**src/rtl/idea_a.sv**
```systemverilog
// -----------------------------------------------------------------------------
// idea_a -- 4-bit enabled up-counter instrumented for switching-activity study.
//
// The counter value is presented on VAL, Gray-coded when the GRAY_CODE_EN
// macro is defined (one VAL bit flips per step) and plain binary otherwise.
// Alongside it the block exposes the raw binary count and a running tally of
// VAL bit toggles. Power-estimation logic uses that tally to compare the two
// encodings.
//
// Configuration macro:
//   GRAY_CODE_EN  defined   -> VAL = gray(cnt)
//                 undefined -> VAL = cnt (binary), default build
//
// Ports:
//   C1K            in   1  system clock, rising-edge active
//   RST            in   1  asynchronous active-low reset
//   CE             in   1  count enable, sampled on the rising edge of C1K
//   VAL            out  4  presented counter value (Gray or binary)
//   LOG_LOGIC      out  4  binary count of accepted enables since reset, mod 16
//   LOG_SWITCHING  out  4  accumulated VAL bit toggles since reset, mod 16
//
// All outputs are driven straight from registers. No input reaches an output
// combinationally.
// -----------------------------------------------------------------------------
module idea_a (
  input  logic       C1K,
  input  logic       RST,
  input  logic       CE,
  output logic [3:0] VAL,
  output logic [3:0] LOG_LOGIC,
  output logic [3:0] LOG_SWITCHING
);

  // Number of set bits in a 4-bit vector. The result fits in 3 bits, and it is
  // widened to 4 bits here so the accumulator add stays width-matched.
  function automatic logic [3:0] popcount4(input logic [3:0] v);
    logic [3:0] n;
    n = 4'd0;
    for (int i = 0; i < 4; i++) begin
      n = n + {3'b000, v[i]};
    end
    return n;
  endfunction

  // Encodes a binary count into the form that appears on VAL.
  function automatic logic [3:0] encode(input logic [3:0] b);
`ifdef GRAY_CODE_EN
    return b ^ (b >> 1);
`else
    return b;
`endif
  endfunction

  logic [3:0] cnt_q, cnt_d;
  logic [3:0] val_q, val_d;
  logic [3:0] sw_q,  sw_d;

  // Next-state logic. The toggle tally uses the VAL value before and after the
  // step, so it counts exactly the bits that flip on the output pins. In the
  // default binary build that includes the 4-bit flip on the 15 -> 0 wrap.
  always_comb begin
    // NOTE: every combinational output gets a default first so no path leaves
    // it unassigned; otherwise synthesis would infer a latch to hold it.
    cnt_d = cnt_q;
    val_d = val_q;
    sw_d  = sw_q;
    if (CE) begin
      cnt_d = cnt_q + 4'd1;                         // wraps 1111 -> 0000
      val_d = encode(cnt_d);
      sw_d  = sw_q + popcount4(val_q ^ val_d);      // mod-16 wrap is intended
    end
  end

  // State registers. A low RST clears everything at once, even in the middle of
  // a clock period. Release is assumed to be synchronous to C1K upstream.
  always_ff @(posedge C1K or negedge RST) begin
    if (!RST) begin
      cnt_q <= 4'd0;
      val_q <= 4'd0;
      sw_q  <= 4'd0;
    end else begin
      // NOTE: sequential state uses non-blocking assignments. All three
      // registers then update together from the pre-edge values, so
      // simulation matches the synthesized flops.
      cnt_q <= cnt_d;
      val_q <= val_d;
      sw_q  <= sw_d;
    end
  end

  assign VAL           = val_q;
  assign LOG_LOGIC     = cnt_q;
  assign LOG_SWITCHING = sw_q;

endmodule

```
**config.mk**
```make
export PLATFORM = sky130hd
export DESIGN_NAME = idea_a
export DESIGN_NICKNAME = d
export VERILOG_FILES = /design/src/rtl/idea_a.sv
export SDC_FILE = /design/constraint.sdc
export NUM_CORES = 1
export LEC_CHECK = 0
export ABC_AREA = 0
export BUFFER_PORTS_ARGS = -buffer_cell sky130_fd_sc_hd__buf_2
export CAP_MARGIN = 20
export CELL_PAD_IN_SITES_DETAIL_PLACEMENT = 0
export CELL_PAD_IN_SITES_GLOBAL_PLACEMENT = 1
export CORE_AREA = 2 2 39 41
export CTS_CLUSTER_DIAMETER = 50
export DETAILED_ROUTE_END_ITERATION = 8
export DIE_AREA = 0 0 41 43
export PLACE_DENSITY_LB_ADDON = 0.1
export SKIP_CTS_REPAIR_TIMING = 1
export SLEW_MARGIN = 20
export SYNTH_ARGS = -nofsm -noshare
export SYNTH_HDL_FRONTEND = slang
export SYNTH_SLANG_ARGS = --single-unit
```
**constraint.sdc**
```tcl
create_clock -name C1K -period 4.85 [get_ports C1K]
set_input_delay 0.97 -clock C1K [delete_from_list [all_inputs] [get_ports C1K]]
set_output_delay 0.97 -clock C1K [all_outputs]
set_load 0.02 [all_outputs]
```
Yosys cells after proc, flatten, opt, wreduce, memory -nomap -nowiden. Index checks and enable logic that the tools add are counted.

Register bits: 8. Output and inout bits: 12. Word-level logic and storage cells: 8.

Bitwise operators: 1. Add/subtract/negate cells: 5.

Operators with widths (number): 3-bit by 1-bit adder with 4-bit output (1); 4-bit by 1-bit adder with 4-bit output, second input constant (1); 4-bit adder (1); 4-bit XOR (1); 2-bit by 1-bit adder with 3-bit output (1); 1-bit by 1-bit adder with 2-bit output (1).

Depth between registers and ports, before layout.
Word-level depth: 6. Depth in mapped cells: 8. Depth with buffers taken out: 8.

Worst setup path after synthesis. No wires, ideal clock.

Path kind: register to register. Start point: reg cnt_q[1] (netlist: LOG_LOGIC[1]). End point: reg sw_q[1] (netlist: LOG_SWITCHING[1]). Buffers on the path: 0. Slack: 2.468 ns. Data arrival time: 2.257 ns. Required time: 4.725 ns. Period minus slack after synthesis: 2.382 ns. Cell stages (with the launch flop): 8. Path through: dfrtp_1 -> ha_1 -> inv_1 -> ha_1 -> fa_1 -> inv_1 -> fa_1 -> mux2_4.

Word-level cells in the longest chain between the ends: 6.

Ends and longest elaborated chain: start: declaration (RTL line 54) `logic [3:0] cnt_q, cnt_d;`; start signal: assignment (RTL line 85) `cnt_q <= cnt_d;`; 4-bit by 1-bit adder with 4-bit output (RTL line 68) `cnt_d = cnt_q + 4'd1;`; 4-bit XOR * (RTL line 70) `sw_d = sw_q + popcount4(val_q ^ val_d);`; 1-bit by 1-bit adder with 2-bit output (RTL line 40) `n = n + {3'b000, v[i]};`; 2-bit by 1-bit adder with 3-bit output (RTL line 40); 3-bit by 1-bit adder with 4-bit output * (RTL line 40); 4-bit adder * (RTL line 70); end signal: assignment (RTL line 87) `sw_q <= sw_d;`; end: declaration (RTL line 56) `logic [3:0] sw_q, sw_d;`.

Every way passes the cells marked *; elsewhere a longest branch is shown, timed or not. A chain may end at the register's enable or synchronous reset.

Worst setup path in the final report. Ends and elaborated chain as after synthesis.

==> flow_summary.ini <==
[synth]
avgSynthCellArea_um2 = 13.14
syn_area_um2 = 499.2
ys_ff_latch = 8
syn-num-nets = 47
synth_seq_area_share = 0.4010
synthCells = 38
yosysWarnings = 0
yosysUniqueCellTypes = 16

[clock_network]
htree_levels = 1
cts-root-buf = clkbuf_4
clk_latency_ns = 0.25
cts_tree = yes
clk_pin_slew_ns = 0.06
cts_sinks = 8
numCtsBuffers = 3
cts_buffer_depth = 2

[timing]
timing.setup.tns_ns = 0
max_freq_ghz = 0.4242
slew_viol_final = 0
rsz0062_at_grt = false
fin_crit_sh = 0.4860
hold_violations = 0
slew_headroom = 0.8004
worstMarginPinSlew_ns = 0.2995
period_needed_ns = 2.357
hold-worst-slack_ns = 0.4686
clock_skew_ns = 0.003118
setup_viol = 0

[detailed_routing]
wl_met3_um = 63
wl_per_cell_um = 12.09
drt_iter0_markers = 0
via_per_inst = 4.621
antenna_left = 0
vias = 305
dr_wl_met2_um = 402
drt_wl_total_um = 798
first_pass_iters = 1
drc = 0
wl_met1_um = 333
maxUsedRoutingLayer = met3

[worst_hold_path]
hold_path.class = reg2reg
worstHoldStart = LOG_SWITCHING[3]$_DFFE_PN0P_

[layout]
area_growth_pct = 14.29
final_nets = 61
layout_commonest_cell = buf_2
diodes = 0
fill_cells = 139
drive_gt1_frac = 0.4400
final_cell_mix = 14 x buf_2, 8 x dfrtp_1, 4 x inv_1, 4 x xnor2_1, 4 x ha_1

[global_routing]
grt_pass1_vias = 311
antenna_found_initial = 0
overflow = 0
grt_start_max_net_pins = 9
grt_pass1_wl_um = 1386
track_usage = 0.1230

[die]
rows = 14
die_w_um = 41
fp.coreArea_um2 = 1384
io_pins = 15
die_area_um2 = 1763
die_height_um = 43
start_util = 0.3608

[flow_run]
drv_cap = 0

[worst_setup_path]
startpoint_type = flip-flop
worst_setup_path_end_kind = flip-flop
critPathLaunch = LOG_LOGIC[1]$_DFFE_PN0P_
crit_required_ns = 4.99
worstPathMaxFanout = 8
arrival_ns = 2.49
r2r_start = LOG_LOGIC[1]$_DFFE_PN0P_
path_class = reg2reg

[status]
status = finished, final reports clean

[placed_design]
place_congestion = 0.6005
numPortBuffers = 14
==> metrics by stage <==
step           utilization  std cells  area [um^2]  setup WS (ns)
2_1_floorplan            -         38        499.2          2.468
3_3_place_gp        0.3960         63        548.0          2.552
3_5_place_dp        0.3960         63        548.0          2.484
4_1_cts             0.4123         66        570.5          2.478
5_1_grt             0.4123         66        570.5          2.354
6_report            0.4123         66        570.5          2.493
==> area by class of cell <==
cell class,count,area [um^2],share of cell area
tap,16,20.02,0.03509
multi-input combinational,21,242.7,0.4254
clock buffer,3,22.52,0.03947
sequential,8,200.2,0.3509
timing repair buffer,14,70.07,0.1228
inverter,4,15.01,0.02632
==> critical path: stages (launching register included) <==
cell and delay (ns):
dfrtp_1 0.51, ha_1 0.21, inv_1 0.04, ha_1 0.29, fa_1 0.44, inv_1 0.08, fa_1 0.41, mux2_4 0.26
==> worst paths after layout <==
kind                            cells after the start  slack, ns                            to
worst max-delay path                                7       2.49  LOG_SWITCHING[1]$_DFFE_PN0P_
worst min-delay path                                1       0.47  LOG_SWITCHING[3]$_DFFE_PN0P_
worst max register to register                      7       2.49  LOG_SWITCHING[1]$_DFFE_PN0P_
worst min register to register                      1       0.47  LOG_SWITCHING[3]$_DFFE_PN0P_
max in group asynchronous                           1       4.11      LOG_LOGIC[0]$_DFFE_PN0P_
min in group asynchronous                           1       0.56      LOG_LOGIC[3]$_DFFE_PN0P_
==> cells in the mapped netlist, drive strengths merged <==
library cell	instances	area, um^2
mux2i	1	10.01
nor2b	1	6.260
fa	2	40.04
xor2	1	8.760
nand4	1	21.27
ha	4	50.05
inv	4	15.01
nand2	2	7.510
mux2	2	30.03
dfrtp	8	200.2
o211ai	1	12.51
buf	5	41.29
xnor2	5	51.30
nand3	1	5.000
==> registers in the layout, indices dropped and copies added, names as in the netlist <==
name and count:
LOG_SWITCHING 4, LOG_LOGIC 4
==> cell families (layout without fill, tap and decap cells) <==
kind of cell	after synthesis	after routing	synth area share
AOI/OAI and AO/OA	1	1	0.02506
adders and majority gates	6	6	0.1805
DFF	8	8	0.4010
muxes	3	3	0.08020
and+or+nand+nor	5	5	0.08020
buffers and inverters	9	21	0.1128
xor gates and xnor gates	6	6	0.1203
==> layer usage <==
layer | global-route usage | vias to the layer above
met2 | 0.1750 | 12
met3 | 0.03141 | 0
li1 | - | 147
met1 | 0.1572 | 146
met4 | 0.08000 | 0
met5 | 0 | -
Power is not shown: default switching activity piles up to over one toggle a cycle in this logic, so the estimate is an artifact.
